**src/rtl/mem_burst_bridge.sv**
```systemverilog
// mem_burst_bridge: converts one cache-block request into BEATS single-word bus beats.
//
// Ports:
//   clk, rst          - clock and synchronous active-high reset
//   mem_req_enable    - level request from the cache controller
//   mem_req_rw        - 1 = write block, 0 = read block
//   mem_req_addr      - byte address of the block (offset bits ignored)
//   mem_req_dataout   - block to be written
//   mem_req_datain    - assembled read block (held until the next read)
//   mem_req_ready     - high while the transfer is complete (DONE)
//   bus_req_valid/rw/addr, bus_wdata, bus_req_ready - per-beat request handshake
//   bus_rvalid, bus_rdata                          - read data return
//   busy              - high whenever not idle
module mem_burst_bridge #(
    parameter int unsigned WORD_SIZE        = 32,
    parameter int unsigned BLOCK_DATA_WIDTH = 512,
    parameter int unsigned BEATS            = BLOCK_DATA_WIDTH / WORD_SIZE
) (
    input  logic                        clk,
    input  logic                        rst,
    input  logic                        mem_req_enable,
    input  logic                        mem_req_rw,
    input  logic [WORD_SIZE-1:0]        mem_req_addr,
    input  logic [BLOCK_DATA_WIDTH-1:0] mem_req_dataout,
    output logic [BLOCK_DATA_WIDTH-1:0] mem_req_datain,
    output logic                        mem_req_ready,
    output logic                        bus_req_valid,
    output logic                        bus_req_rw,
    output logic [WORD_SIZE-1:0]        bus_req_addr,
    output logic [WORD_SIZE-1:0]        bus_wdata,
    input  logic                        bus_req_ready,
    input  logic                        bus_rvalid,
    input  logic [WORD_SIZE-1:0]        bus_rdata,
    output logic                        busy
);

    localparam int unsigned BEAT_W         = (BEATS > 1) ? $clog2(BEATS) : 1;
    localparam int unsigned BYTES_PER_BEAT = WORD_SIZE / 8;
    localparam logic [BEAT_W-1:0]    LAST_BEAT   = BEAT_W'(BEATS - 1);
    // Block-offset bits are cleared so beats always start at the block boundary.
    localparam logic [WORD_SIZE-1:0] OFFSET_MASK = WORD_SIZE'(BLOCK_DATA_WIDTH / 8 - 1);

    typedef enum logic [2:0] {
        StIdle,
        StWrBeat,
        StRdAddr,
        StRdWait,
        StDone
    } state_e;

    state_e                             state_q, state_d;
    logic [BEAT_W-1:0]                  beat_q, beat_d;
    logic [WORD_SIZE-1:0]               base_q, base_d;
    logic                               rw_q, rw_d;
    logic [BEATS-1:0][WORD_SIZE-1:0]    block_q, block_d;
    logic [BEATS-1:0][WORD_SIZE-1:0]    datain_q, datain_d;

    always_ff @(posedge clk) begin
        if (rst) begin
            state_q  <= StIdle;
            beat_q   <= '0;
            base_q   <= '0;
            rw_q     <= 1'b0;
            block_q  <= '0;
            datain_q <= '0;
        end else begin
            state_q  <= state_d;
            beat_q   <= beat_d;
            base_q   <= base_d;
            rw_q     <= rw_d;
            block_q  <= block_d;
            datain_q <= datain_d;
        end
    end

    always_comb begin
        state_d       = state_q;
        beat_d        = beat_q;
        base_d        = base_q;
        rw_d          = rw_q;
        block_d       = block_q;
        datain_d      = datain_q;
        bus_req_valid = 1'b0;
        mem_req_ready = 1'b0;

        case (state_q)
            StIdle: begin
                if (mem_req_enable) begin
                    base_d  = mem_req_addr & ~OFFSET_MASK;
                    rw_d    = mem_req_rw;
                    block_d = mem_req_dataout;
                    beat_d  = '0;
                    state_d = mem_req_rw ? StWrBeat : StRdAddr;
                end
            end
            StWrBeat: begin
                bus_req_valid = 1'b1;
                if (bus_req_ready) begin
                    // Hold the counter on the last beat so it never wraps.
                    if (beat_q == LAST_BEAT) begin
                        state_d = StDone;
                    end else begin
                        beat_d = beat_q + 1'b1;
                    end
                end
            end
            StRdAddr: begin
                bus_req_valid = 1'b1;
                if (bus_req_ready) begin
                    state_d = StRdWait;
                end
            end
            StRdWait: begin
                if (bus_rvalid) begin
                    datain_d[beat_q] = bus_rdata;
                    if (beat_q == LAST_BEAT) begin
                        state_d = StDone;
                    end else begin
                        beat_d  = beat_q + 1'b1;
                        state_d = StRdAddr;
                    end
                end
            end
            StDone: begin
                mem_req_ready = 1'b1;
                // Four-phase: wait for the controller to drop its request.
                if (!mem_req_enable) begin
                    state_d = StIdle;
                end
            end
            default: begin
                state_d = StIdle;
            end
        endcase
    end

    // Beat fields come straight from the latched request, so they are all zero out of reset.
    assign bus_req_rw     = rw_q;
    assign bus_req_addr   = base_q + WORD_SIZE'(beat_q) * WORD_SIZE'(BYTES_PER_BEAT);
    assign bus_wdata      = block_q[beat_q];
    assign mem_req_datain = datain_q;
    assign busy           = (state_q != StIdle);

endmodule

```
**config.mk**
```make
export PLATFORM = sky130hd
export DESIGN_NAME = mem_burst_bridge
export DESIGN_NICKNAME = d
export VERILOG_FILES = /design/src/rtl/mem_burst_bridge.sv
export SDC_FILE = /design/constraint.sdc
export NUM_CORES = 2
export LEC_CHECK = 0
export BUFFER_PORTS_ARGS = -buffer_cell sky130_fd_sc_hd__buf_2
export CORE_AREA = 2 2 454 456
export CTS_BUF_LIST = sky130_fd_sc_hd__clkbuf_4
export CTS_CLUSTER_DIAMETER = 150
export DETAILED_ROUTE_END_ITERATION = 6
export DIE_AREA = 0 0 456 458
export PLACE_DENSITY = 0.35
export SETUP_SLACK_MARGIN = 0.1
export SLEW_MARGIN = 0
export SYNTH_ARGS = -nofsm -noshare
export SYNTH_HDL_FRONTEND = slang
export SYNTH_SLANG_ARGS = --single-unit
```
**constraint.sdc**
```tcl
create_clock -name clk -period 3.8 [get_ports clk]
set_input_delay 0.19 -clock clk [delete_from_list [all_inputs] [get_ports clk]]
set_output_delay 0.19 -clock clk [all_outputs]
set_load 0.02 [all_outputs]
```
==> impl_metrics.csv, run 1 <==
group,metric,value,unit
status,haltStage,"clock tree synthesis (4_1_cts)",
cts,clock-sinks,1058,
synth,syn_area,0.0418,mm2
cts,cts.hold.buffers_added,1809,
status,stop_error,"[ERROR RSZ-0060] Max buffer count reached.",
cts,clock_tree.buffer_depth,4,
placed_design,io_buffers,1153,
synth,synth-edff-count,0,
synth,synth_cell_types,47,
synth,ys_ff_latch,1058,
synth,avgSynthCellArea,8.36,um2
cts,clockRootBuffer,"clkbuf_4",
floorplanning,die_y,458,um
status,status,"aborted with a tool error",
cts,postCtsSetupBuffers,36,
cts,ctsResizeCount,118,
synth,ys_seq_area_frac,0.507,
floorplanning,row_count,166,
floorplanning,top_level_ports,1162,
placed_design,dpl.hpwl,152,mm
synth,async_flop_share,0,
placed_design,dp_cells,8477,
synth,yosys_warnings,0,
cts,h-tree-depth,5,
cts,cts_buffers,339,
synth,synth_ff_type,"dfxtp_1",
floorplanning,start_util,0.205,
synth,synthCells,5000,
placed_design,gp_congestion,0.792,
floorplanning,dieWidth,456,um
==> synthesized netlist by cell type (all sizes together), types with 2 or more instances <==
| cell | n | area share |
|---|---|---|
| a22oi | 64 | 0.011 |
| and2 | 2 | 0.00030 |
| nand3 | 20 | 0.0054 |
| nand2b | 2 | 0.00030 |
| dfxtp | 1058 | 0.51 |
| nand2 | 2143 | 0.20 |
| o21ai | 3 | 0.00036 |
| buf | 273 | 0.046 |
| clkbuf | 196 | 0.018 |
| inv | 4 | 0.00036 |
| a21oi | 1053 | 0.14 |
| mux2i | 2 | 0.00048 |
| and3 | 16 | 0.0024 |
| nor2b | 3 | 0.00045 |
| a311oi | 2 | 0.00042 |
| mux4 | 128 | 0.069 |
| ha | 5 | 0.0015 |
| a211oi | 2 | 0.00036 |
| nor2 | 6 | 0.00054 |
==> through the flow <==
stage	cell area, um2	worst slack [ns]
2_1_floorplan	41800	1.44
3_3_place_gp	49500	0.828
3_5_place_dp	49500	0.836
==> logic make-up after synthesis <==
logic type | after synthesis | synth area share
compound gates | 1130 | 0.150
xor+xnor | 1 | 0.000210
fa+ha+maj | 5 | 0.00150
flops | 1058 | 0.507
mux | 130 | 0.0694
other cells | 1 | 0.0000897
simple gates | 2202 | 0.208
buf+inv | 473 | 0.0639
==> run 2, diff against run 1 <==
Settings changed: CTS_BUF_LIST sky130_fd_sc_hd__clkbuf_4 to default, CTS_CLUSTER_DIAMETER 150 to default, PLACE_DENSITY 0.35 to default, PLACE_DENSITY_LB_ADDON from default to 0.15, SETUP_SLACK_MARGIN 0.1 to default.
==> run 2 against run 1 <==
Net effect: synthesized cell count did not move; the flow now finishes without violations; area after synthesis did not move.
==> impl_metrics.csv, run 2 <==
group,metric,value,unit
worst_setup_path,path_class,"register to output pin",
global_route,grt_pass1_vias,40000,
power,pwr-share-seq,0.398,
floorplanning,dieWidth,456,um
worst_setup_path,required,3.61,ns
power,power_density,536,mW/mm2
worst_setup_path,r2r_cells,6,
worst_setup_path,reg2reg_slack,0.83,ns
power,p_int,22.1,mW
final_layout,areaGrowthSynthToFinish,43.2,%
power,leakagePower,23.7,nW
drt,drt_iter0_drc,2826,
worst_setup_path,cp.arrival,3.33,ns
synth,yosys_warnings,0,
synth,ys_seq_area_frac,0.507,
worst_setup_path,end_kind,"output pin",
synth,async_flop_share,0,
cts,clk_latency,0.79,ns
cts,clock-sinks,1058,
synth,syn_area,0.0418,mm2
synth,synth_largest_area_cell,"dfxtp_1",
global_route,grt_max_degree,156,
drt,wl_per_cell,22.9,um
run,drv_cap,0,
worst_setup_path,r2r-end,"base_q[26]",
drt,drtPass1Iterations,7,
timing,min_period,3.52,ns
floorplanning,start_util,0.205,
placed_design,place_ws,0.762,ns
worst_hold_path,min_to,"mem_req_datain[221]",
global_route,grt.total_usage,0.198,
cts,clkTransAtPathRegs,0.06,ns
power,p_switching,9.98,mW
placed_design,gp_congestion,0.834,
timing,finalHoldViolCount,0,
timing,max_freq,284,MHz
worst_hold_path,holdCritStartpoint,"bus_rdata[29]",
synth,synth_ff_type,"dfxtp_1",
placed_design,dp_cells,8482,
global_route,grt-ovfl-total,0,
global_route,antenna_found_initial,44,
final_layout,final_cell_count_no_fill,9338,
timing,tns,0,ns
floorplanning,top_level_ports,1162,
final_layout,mostFrequentLayoutCell,"nand2_1",
timing,clock-skew-final,0.0232,ns
timing,layout_setup_ws,0.281,ns
synth,synth.most_common_cell,"nand2_1",
worst_setup_path,r2r-start,"state_q[2]",
drt,vias,40700,
power,combinationalPowerShare,0.206,
synth,ys_top_cells_by_count,"nand2_1, dfxtp_1, a21oi_1, clkbuf_1, buf_2",
timing,drv_slew,0,
cts,cts_buffers,131,
timing,finalCritPeriodShare,0.926,
worst_hold_path,hold_path_class,"input pin to register",
synth,avgSynthCellArea,8.36,um2
final_layout,drive_gt1_frac,0.271,
placed_design,dpl.hpwl,151,mm
synth,synth-edff-count,0,
synth,synth_top_area_share,0.507,
floorplanning,die_y,458,um
drt,drc_errors,0,
worst_setup_path,cp_max_fo,49,
floorplanning,fp.dieArea,0.209,mm2
placed_design,io_buffers,1153,
timing,relSlewSlack,0.380,
floorplanning,row_count,166,
power,clkPwrFrac,0.396,
floorplanning,core_area,0.204,mm2
drt,avgViaCountPerCell,4.36,
power,swShare,0.311,
cts,cts_tree,"built",
timing,tightest_slew,0.930,ns
cts,ctsResizeCount,0,
synth,ys_ff_latch,1058,
timing,finalSetupViolCount,0,
worst_setup_path,critPathLaunchType,"register",
drt,wl,214,mm
timing,rsz0062_at_grt,"false",
status,status,"completed",
final_layout,fin_nets,7118,
cts,h-tree-depth,4,
synth,synthCells,5000,
synth,synth.area.top_cells,"dfxtp_1, nand2_1, a21oi_1",
cts,clockRootBuffer,"clkbuf_16",
drt,antenna_left,0,
worst_hold_path,min_path_cells,3,
power,vdd_drop_max,0.462,mV
cts,clock_tree.buffer_depth,3,
global_route,grt_pass1_wl,298,mm
final_layout,layout_common_cells,"nand2_1, buf_2, dfxtp_1, a21oi_1, dlygate4sd3_1",
synth,synth_cell_types,47,
[run 2: cell counts after synthesis]
No cell type changed its count.
[run 2: stage by stage]
| stage | hold WS, ns | utilization | power (mW) | instance area, um2 |
|---|---|---|---|---|
| CTS | 0.00804 | 0.294 | 32.7 | 59800 |
| finish | 0.0572 | 0.294 | 32.1 | 59900 |
| global placement | 0.431 | 0.243 | 19.1 | 49500 |
| floorplan | 0.326 | - | 16.7 | 41800 |
| detailed placement | 0.436 | 0.243 | 19.2 | 49500 |
| global route | 0.0172 | 0.294 | 33.7 | 59900 |
[run 2: cell type report]
cell class,count,area [um2]
fill,21900,144000
sequential,1058,21200
multi-input combinational,3470,18000
timing repair buffer,1866,12900
clock buffer,200,3930
tap,2688,3360
clock inverter,28,373
antenna,24,60.1
inverter,4,15.0
[run 2: cell families after synthesis]
logic type | synth area share
and+or+nand+nor | 0.208
other | 0.0000897
DFF | 0.507
buffers and inverters | 0.0639
AOI/OAI and AO/OA | 0.150
muxes | 0.0694
adders and majority gates | 0.00150
xor gates and xnor gates | 0.000210
[run 2: per-layer routing]
layer	GRT usage	wire length (um)
met1	0.230	86500
met2	0.348	107000
met3	0.0424	11000
met4	0.0849	9170
met5	0	243
[run 2: worst max-delay path by stage]
stage,end,cells after the start,slack [ns],from
3_5_place_dp,mem_req_datain[124],5,0.76,beat_q[1]
6_report,bus_wdata[28],5,0.28,beat_q[0]
3_3_place_gp,bus_wdata[16],7,0.78,beat_q[1]
5_1_grt,bus_wdata[16],7,0.02,beat_q[0]
4_1_cts,bus_wdata[16],7,0.02,beat_q[0]
2_1_floorplan,mem_req_datain[266],11,1.44,beat_q[0]
[run 2: repair_timing]
action,CTS,global route
endpoints found under the hold margin,942,0
hold buffers,603,0
setup endpoints to repair,7,0
setup buffers,1,0
[run 2: critical path, cell delays in order (launching register included)]
cell,delay (ns)
dfxtp_4,0.40
buf_12,0.30
mux4_2,0.56
a22oi_1,0.52
nand2_1,0.36
buf_2,0.27
[run 2: power groups by stage]
stage	Sequential [mW]	Clock, mW	Combinational [mW]
floorplan	12.8	0	3.83
global placement	13.0	0	6.10
detailed placement	13.0	0	6.15
CTS	12.8	13.1	6.75
global route	12.9	13.6	7.25
finish	12.8	12.7	6.61
(Power assumes the default switching activity.)
